==> src/rtl/pmult_pipe_hs.sv <==
// pmult_pipe_hs: four-stage WIDTH x WIDTH shift-and-add multiplier with valid/ready on both sides.
// Define PMULT_SIGNED_EN to add the sgn port and two's-complement operation.
module pmult_pipe_hs #(
  parameter int WIDTH = 8,
  parameter int TAG_W = 4
) (
  input  logic               clk,
  input  logic               rst,
  input  logic               in_valid,
  output logic               in_ready,
  input  logic [WIDTH-1:0]   a,
  input  logic [WIDTH-1:0]   b,
  input  logic [TAG_W-1:0]   tag_in,
`ifdef PMULT_SIGNED_EN
  input  logic               sgn,
`endif
  output logic               out_valid,
  input  logic               out_ready,
  output logic [2*WIDTH-1:0] p,
  output logic [TAG_W-1:0]   tag_out,
  output logic               busy
);
  localparam int PW = 2*WIDTH;

  logic v1, v2, v3, v4;
  logic en1, en2, en3, en4;

  logic [WIDTH-1:0] a_mag_c, b_mag_c;
  logic [WIDTH-1:0] a1, b1;
  logic [TAG_W-1:0] tag1, tag2, tag3;
  logic [PW-1:0]    pp_c [WIDTH];
  logic [PW-1:0]    pp2  [WIDTH];
  logic [PW-1:0]    sum_c, sum3;

  // A stage may load whenever it is empty or its successor is moving, so bubbles collapse.
  assign en4       = ~v4 | out_ready;
  assign en3       = ~v3 | en4;
  assign en2       = ~v2 | en3;
  assign en1       = ~v1 | en2;
  assign in_ready  = en1 & ~rst;
  assign out_valid = v4;
  assign busy      = v1 | v2 | v3 | v4;

`ifdef PMULT_SIGNED_EN
  localparam logic [WIDTH-1:0] ZERO_W = '0;
  localparam logic [PW-1:0]    ZERO_P = '0;
  logic neg_c, neg1, neg2, neg3;

  // |-2^(WIDTH-1)| wraps to 2^(WIDTH-1), which is still the correct unsigned magnitude.
  always_comb begin
    a_mag_c = (sgn & a[WIDTH-1]) ? (ZERO_W - a) : a;
    b_mag_c = (sgn & b[WIDTH-1]) ? (ZERO_W - b) : b;
    neg_c   = sgn & (a[WIDTH-1] ^ b[WIDTH-1]);
  end

  always_ff @(posedge clk) begin
    if (en1) neg1 <= neg_c;
    if (en2) neg2 <= neg1;
    if (en3) neg3 <= neg2;
  end
`else
  assign a_mag_c = a;
  assign b_mag_c = b;
`endif

  always_comb begin
    for (int i = 0; i < WIDTH; i++) begin
      pp_c[i] = {{WIDTH{1'b0}}, b1 & {WIDTH{a1[i]}}} << i;
    end
  end

  always_comb begin
    sum_c = '0;
    for (int i = 0; i < WIDTH; i++) begin
      sum_c = sum_c + pp2[i];
    end
  end

  // Datapath registers of stages 1..3 carry no reset; only the valid flags qualify them.
  always_ff @(posedge clk) begin
    if (en1) begin
      a1   <= a_mag_c;
      b1   <= b_mag_c;
      tag1 <= tag_in;
    end
    if (en2) begin
      pp2  <= pp_c;
      tag2 <= tag1;
    end
    if (en3) begin
      sum3 <= sum_c;
      tag3 <= tag2;
    end
  end

  always_ff @(posedge clk) begin
    if (rst) begin
      v1      <= 1'b0;
      v2      <= 1'b0;
      v3      <= 1'b0;
      v4      <= 1'b0;
      p       <= '0;
      tag_out <= '0;
    end else begin
      if (en1) v1 <= in_valid;
      if (en2) v2 <= v1;
      if (en3) v3 <= v2;
      if (en4) begin
        v4      <= v3;
        tag_out <= tag3;
`ifdef PMULT_SIGNED_EN
        p       <= neg3 ? (ZERO_P - sum3) : sum3;
`else
        p       <= sum3;
`endif
      end
    end
  end

endmodule
==> config.mk <==
export PLATFORM = sky130hd
export DESIGN_NAME = pmult_pipe_hs
export DESIGN_NICKNAME = d
export VERILOG_FILES = /design/src/rtl/pmult_pipe_hs.sv
export SDC_FILE = /design/constraint.sdc
export NUM_CORES = 1
export LEC_CHECK = 0
export CAP_MARGIN = 0
export CELL_PAD_IN_SITES_DETAIL_PLACEMENT = 1
export CELL_PAD_IN_SITES_GLOBAL_PLACEMENT = 1
export CORE_ASPECT_RATIO = 1.25
export CORE_MARGIN = 10
export CORE_UTILIZATION = 48
export CTS_CLUSTER_DIAMETER = 60
export DETAILED_ROUTE_END_ITERATION = 8
export PLACE_DENSITY_LB_ADDON = 0.1
export REMOVE_ABC_BUFFERS = 1
export SYNTH_ARGS = -nofsm -noshare
export SYNTH_HDL_FRONTEND = slang
export SYNTH_SLANG_ARGS = --single-unit
==> constraint.sdc <==
create_clock -name clk -period 4.5 [get_ports clk]
set_input_delay 0.9 -clock clk [delete_from_list [all_inputs] [get_ports clk]]
set_output_delay 0.9 -clock clk [all_outputs]
set_load 0.01 [all_outputs]
# Word-level counts from Yosys, hierarchy flattened
# Index checks and enable logic that the tools add are counted.
# totals
word_cells	48
input_bits	24
out_inout_bits	23
register_bits	132
# op_classes
addsub	7
n_bitwise	21
# ops
op	n
8-bit AND	8
15-bit by 15-bit adder with 16-bit output	1
14-bit by 14-bit adder with 15-bit output	1
13-bit by 13-bit adder with 14-bit output	1
12-bit by 12-bit adder with 13-bit output	1
11-bit by 11-bit adder with 12-bit output	1
10-bit by 10-bit adder with 11-bit output	1
8-bit by 9-bit adder with 10-bit output	1
1-bit OR	7
1-bit NOT	5
1-bit AND	1

# Logic depth before layout (Yosys ltp)
# depth
word_depth	7
mapped_depth	14
ltp_nobuf	14

# Worst setup path after synthesis
# No wires, ideal clock.
# synth_path
path_type	register to register
start	reg pp2[8] in the netlist's numbering
end	reg sum3[14] (data pin)
required_ns	4.242
stages_incl_launch_ff	13
path_buffers	0
setup_slack_ns	0.599
setup_ns	0.258
t_arrival_ns	3.644
synth_period_minus_slack_ns	3.901
path_cell_list	edfxtp_1 -> fa_1 -> inv_1 -> fa_1 -> fa_1 -> fa_1 -> inv_1 -> ha_1 -> and3_1 -> a211oi_2 -> nand2b_2 -> a31oi_2 -> xnor2_1
# synth_via
elab_chain_len	1
# synth_rtl
item	line	text
start, declared	32	logic [PW-1:0] pp2 [WIDTH];
start signal, assigned	87	pp2 <= pp_c;
15-bit by 15-bit adder with 16-bit output	75	sum_c = sum_c + pp2[i];
named net sum_c[14]	33	logic [PW-1:0] sum_c, sum3;
end signal, assigned	91	sum3 <= sum_c;
end, declared	33	
# The timed path passes the listed nets, and every way through them passes these cells.
# A chain may end at the register's enable or synchronous reset.

# Worst setup path in the final report
# layout_path
start	reg pp2[57] in the netlist's numbering
end	reg sum3[14] (data pin)
# layout_via
elab_chain_len	4
# layout_rtl
item	line
12-bit by 12-bit adder with 13-bit output	75
13-bit by 13-bit adder with 14-bit output	75
14-bit by 14-bit adder with 15-bit output	75
15-bit by 15-bit adder with 16-bit output	75
named net sum_c[14]	33
# The timed path passes the listed nets, and every way through them passes these cells.

==> impl_metrics.tcl <==
set metrics [dict create \
    synth_cells 456 \
    antenna_cells 0 \
    clkSlewWorstSetupHoldPaths_ns 0.06 \
    antenna_found_initial 0 \
    min_path_type "reg2reg" \
    end_kind "flip-flop" \
    critical_path.max_stage_delay_ns 0.55 \
    clk_latency_ns 0.42 \
    crit_family "adder cells" \
    fin_crit_sh 0.907 \
    drt-total-wl_um 12100 \
    synth-async-reset-ratio 0 \
    start_util 0.489 \
    rsz0062_at_grt "no" \
    power_density_nw_per_um2 491 \
    max_freq_ghz 0.245 \
    power_uw 3650 \
    critPathMostFrequentCell "fa_1" \
    outcome "completed" \
    cts.sinks 132 \
    crit_start "pp2[57]" \
    grt-ovfl-total 0 \
    grtUsageTotal 0.144 \
    synth_simple_gate_area_frac 0.112 \
    ys_ff_latch 132 \
    synth-main-ff-cell "edfxtp_1" \
    die_x_um 122 \
    core-area_um2 12700 \
    rr_startpoint "pp2[57]" \
    synth_compound_area_frac 0.0396 \
    place.gp.congestion 0.742 \
    layout-drive-gt1-share 0.0868 \
    yosysWarnings 0 \
    netlist.area_leader.share 0.524 \
    cp_slowest_cell "fa_1" \
    cts_hold_buf 0 \
    io_buffers 46 \
    die_y_um 147 \
    yosys-top-cells-area "edfxtp_1 52%, fa_1 12%, dfxtp_1 7.8%" \
    post_synth.cell_area_avg_um2 13.6 \
    setup-tns-final_ns 0 \
    wl_per_cell_um 17.3 \
    hpwl_um 8700 \
    synthTopCellsByCount "108 x edfxtp_1, 69 x inv_1, 65 x and2_1, 43 x nand2_1, 38 x fa_1" \
    placementRows 46 \
    ys_seq_area_frac 0.602 \
    synth.area.mux_share 0 \
    cts_tree "built" \
    design.die.area_um2 17900 \
    cts_resized 0 \
    min_from "tag2[2]" \
    tightest_slew_ns 0.862 \
    num_vias 3467 \
    grt_pass1_wl_um 19900 \
    yosysUniqueCellTypes 31 \
    finalClockSkew_ns 0.00724 \
    synth-adder-area-share 0.186 \
    yosysMostFrequentCell "edfxtp_1" \
    clockBufferDepth 2 \
    setup_viol 0 \
    first_pass_iters 4 \
    grt_max_degree 64 \
    crit_chain "fa_1 -> inv_1 -> fa_1 -> fa_1 -> fa_1 -> inv_1 -> ha_1 -> and3_2 -> a211oi_2 -> nand2b_2 -> a31oi_2 -> xnor2_1" \
    max_slew_margin 0.424 \
    area_growth_pct 19.9 \
    synth_edf_count 108 \
    ios 47 \
    drv_slew 0 \
    cp.buffers_inverters 2 \
    cap_violations 0 \
    layout.nets 610 \
    synth-xor-area-share 0.0142 \
    peakVddDrop_uv 258 \
    drc 0 \
    drt_iter0_drc 164 \
    required_ns 4.66 \
    fin_crit_ns 4.08 \
    post_cts_buffers 0 \
    p_leak_uw 0.00318 \
    htreeDepth 4 \
    cp.arrival_ns 4.25 \
    critPathLaunchType "flip-flop" \
    viasPerCell 4.97 \
    synth.cell_area_um2 6190 \
    cts-root-buf "clkbuf_16" \
    synth_top_area_cell "edfxtp_1" \
    fillers 1253 \
    synth_top_family_by_area "adder cells" \
    numCtsBuffers 17 \
    hold_viol_final 0 \
    final_antenna_net_count 0 \
    crit_type "reg2reg" \
    grt_pass1_vias 3871 \
    path_max_fanout 5 \
]
[flip-flops by register name, indices dropped and copies added, names as in the netlist, 4 cells and up]
name / flops
pp2: 64
a1: 8
tag3: 4
b1: 8
tag_out: 4
p: 16
tag2: 4
sum3: 16
tag1: 4
[final cells by class]
| type | instances | area (um2) | area share |
|---|---|---|---|
| Sequential cell | 132 | 3720 | 0.502 |
| Multi-Input combinational cell | 247 | 2180 | 0.293 |
| Tap cell | 168 | 210 | 0.0283 |
| Clock inverter | 15 | 123 | 0.0165 |
| Inverter | 69 | 259 | 0.0349 |
| Clock buffer | 17 | 425 | 0.0573 |
| Timing Repair Buffer | 50 | 503 | 0.0678 |
[worst paths after layout]
kind,to,slack [ns],depth (start not counted)
worst min-delay path,tag3[2],0.42,0
worst min register to register,tag3[2],0.42,0
worst max register to register,sum3[14],0.42,12
worst max-delay path,sum3[14],0.42,12
[kinds of logic (layout without fill, tap and decap cells)]
family / after synthesis / after routing
buffers and inverters: 77 / 151
flip-flops: 132 / 132
AO/OA/AOI/OAI: 39 / 39
XOR/XNOR: 10 / 10
adder cells (fa/ha/maj): 69 / 69
AND/OR/NAND/NOR: 129 / 129
[placed cells by master (no fill, tap or decap), drive strengths merged]
cell type and count:
nor3 1, xnor2 6, ha 31, fa 38, a21oi 29, or2 2
o21ai 3, nor2 4, or4 1, inv 75, nand2 44, and3 3
o41ai 2, clkbuf 17, o31a 1, buf 4, and2 65, nor2b 2
nand2b 3, edfxtp 108, clkinv 8, nand3 2, clkdlybuf4s50 46, clkinvlp 1
a21o 2, a211oi 1, dfxtp 24, a31oi 1, xor2 4, nand4 2
[routing by layer]
layer | vias up | part of all wire | global-route usage
li1 | 1631 | - | -
met4 | 0 | 0.021 | 0.0699
met2 | 66 | 0.54 | 0.251
met1 | 1751 | 0.41 | 0.160
met3 | 19 | 0.037 | 0.0334
met5 | - | 0 | 0
[power breakdown]
group	switching [uW]	leakage, uW	internal (uW)	total, uW
registers	70.5	0.00141	1500	1570
logic	414	0.00150	388	803
clock network	557	0.000270	717	1270
[stage by stage]
stage	area [um2]	std cells	utilization	setup WS, ns	hold slack [ns]
5_1_grt	7420	698	0.586	0.247	0.429
4_1_cts	7420	698	0.586	0.379	0.418
3_5_place_dp	6870	666	0.543	0.418	0.405
3_3_place_gp	6870	666	0.543	0.520	0.401
2_1_floorplan	6150	448	-	0.0287	0.400
6_report	7420	698	0.586	0.418	0.416
(Power assumes the default switching activity.)
==> variant, RTL diff (config.mk and constraints unchanged) <==
Set the parameter `TAG_W` to 5 (it was 4).
--- a/src/rtl/pmult_pipe_hs.sv
+++ b/src/rtl/pmult_pipe_hs.sv
@@ -3,5 +3,5 @@
 module pmult_pipe_hs #(
   parameter int WIDTH = 8,
-  parameter int TAG_W = 4
+  parameter int TAG_W = 5
 ) (
   input  logic               clk,
Ports: changed (resized tag_in and tag_out); port bits go from 47 to 49. No check against the original RTL was run, so the function may have changed too.
==> variant against the unedited design <==
Setup slack lost 0.064 ns; routed wire length decreased by 1.4%; sequential cell count is 4 higher; total power rose by 6.3%; die area increased by 1.7%; final area increased by 3.1%; area after synthesis grew 2.0%; via count rose by 0.26%; critical endpoint unchanged; largest power group unchanged; highest routed layer unchanged.
==> variant: results (changes against the unedited design) <==
* First-pass GRT wire length at 19.9 mm (about the same)
* Rel. slew slack at 0.376 (was 0.424)
* VDD IR-drop max at 0.258 mV (about the same)
* Switching Share at 0.262 (was 0.286)
* Clock H-tree levels at 4 (unchanged)
* Post-synth top cells: edfxtp_1 (111), inv_1 (69), and2_1 (65) (was edfxtp_1 (108), inv_1 (69), and2_1 (65))
* EDFF count, synth at 111 (was 108)
* Largest net degree at the start of global routing at 38 (was 64)
* CTS Buf Count at 17 (unchanged)
* Worst skew pair latency at 0.42 ns (about the same)
* Worst Hold Class: register to register (unchanged)
* Synth area leaders: edfxtp_1 (53%), fa_1 (12%), dfxtp_1 (7.9%) (was edfxtp_1 (52%), fa_1 (12%), dfxtp_1 (7.8%))
* Fin Clk Skew at 0.0157 ns (was 0.00724 ns)
* Total setup buffers inserted after CTS at 0 (unchanged)
* Critical path's top delay family: adder cells (unchanged)
* Status: complete, no violations (unchanged)
* Clock Tree Buf Depth at 2 (unchanged)
* Fin crit period at 4.15 ns (was 4.08 ns)
* Number of global-route vias before repair at 3972 (was 3871)
* Top Registers: pp2 (64), p (16), sum3 (16) (unchanged)
* DP Worst Slack at 0.366 ns (was 0.418 ns)
* Setup slack, reg-to-reg at 0.35 ns (was 0.42 ns)
* # nets final at 621 (was 610)
* Drt pass-1 iters at 4 (unchanged)
* Antenna violations before repair at 0 (unchanged)
* CP startpoint: pp2[8]$_DFFE_PP_ (was pp2[57]$_DFFE_PP_)
* Initial core utilization at 0.494 (was 0.489)
* CTS Root Cell: clkbuf_16 (unchanged)
* Final Wtd Congestion at 0.760 (was 0.742)
* Share of layout cells above drive strength 1 at 0.0872 (was 0.0868)
* Total wire length at 11.9 mm (was 12.1 mm)
* Total Routing Usage GR at 0.141 (was 0.144)
* Leak at 0.00327 µW (was 0.00318 µW)
* Seq/Total Area, Yosys at 0.608 (was 0.602)
* IO Port Bufs at 48 (was 46)
* CP Capture Point: sum3[14]$_DFFE_PP_ (unchanged)
* Via density at 4.92 (was 4.97)
* Slowest Stage Delay on Critical Path at 0.55 ns (about the same)
* Total of max-cap violations at 0 (unchanged)
* Starting DRT DRC Count at 195 (was 164)
* Final HPWL DP at 8.31 mm (was 8.70 mm)
* Reg2reg end: sum3[14]$_DFFE_PP_ (unchanged)
* Data arrival, critical path at 4.30 ns (was 4.25 ns)
* Diode count at 0 (unchanged)
* Worst reg2reg startpoint: pp2[8]$_DFFE_PP_ (was pp2[57]$_DFFE_PP_)
==> variant: cell types whose count changed after synthesis, sizes merged <==
cell / unedited run / this run
a21oi: 29 / 30
dfxtp: 24 / 25
edfxtp: 108 / 111
nand2: 44 / 46
==> variant: area by class of cell <==
cell class,count,area (µm²)
clock inverters,13,195
multi-input cells,250,2190
fillers,1254,5130
inverters,69,259
clock buffers,18,429
repair buffers,53,531
well taps,168,210
flip-flops and latches,136,3830
==> variant: power groups by stage <==
stage	Clock [µW]	Combinational, µW	Sequential, µW
5_1_grt	1560	924	1620
6_report	1470	800	1610
2_1_floorplan	0	551	1630
3_5_place_dp	0	806	1630
4_1_cts	1500	824	1610
3_3_place_gp	0	774	1630
==> variant: layer usage <==
metal | up-vias | global-route usage | wire length (µm)
li1 | 1660 | - | -
met1 | 1719 | 0.154 | 4750
met2 | 70 | 0.245 | 6290
met3 | 27 | 0.0333 | 507
met4 | 0 | 0.0797 | 328
met5 | - | 0 | 0
==> variant: worst min-delay path by stage <==
stage,start,to,cells after the start,slack [ns]
6_report,tag1[3]$_DFFE_PN_,tag2[3]$_DFFE_PP_,0,0.42
5_1_grt,pp2[112]$_DFFE_PP_,sum3[0]$_DFFE_PP_,0,0.44
4_1_cts,tag1[3]$_DFFE_PN_,tag2[3]$_DFFE_PP_,0,0.42
3_5_place_dp,tag1[3]$_DFFE_PN_,tag2[3]$_DFFE_PP_,0,0.41
3_3_place_gp,tag2[0]$_DFFE_PP_,tag3[0]$_DFFE_PP_,0,0.40
2_1_floorplan,pp2[112]$_DFFE_PP_,sum3[0]$_DFFE_PP_,0,0.40
==> variant: stage by stage <==
step	std cells	setup TNS, ns	utilization	hold slack [ns]	instance area (µm²)
after floorplan	455	-3.22	-	0.400	6280
after global placement	676	0	0.550	0.403	7030
after detailed placement	676	0	0.550	0.406	7030
after CTS	707	0	0.599	0.419	7650
after global routing	707	0	0.599	0.437	7650
final	707	0	0.599	0.419	7650
==> variant: kinds of logic after synthesis <==
family,Yosys count,synth area share
compound gates,40,0.0397
xor+xnor,10,0.0139
fa+ha+maj,69,0.182
buf+inv,77,0.0462
flops,136,0.608
simple gates,131,0.111
==> variant: worst reg2reg max path, stage by stage (launching register included) <==
cell and delay, ns:
edfxtp_1 0.40, fa_1 0.55, inv_1 0.06, fa_1 0.50, fa_1 0.52, fa_1 0.54
inv_1 0.04, ha_1 0.35, and3_1 0.21, a211oi_2 0.33, nand2b_2 0.12, a31oi_2 0.19
xnor2_1 0.09
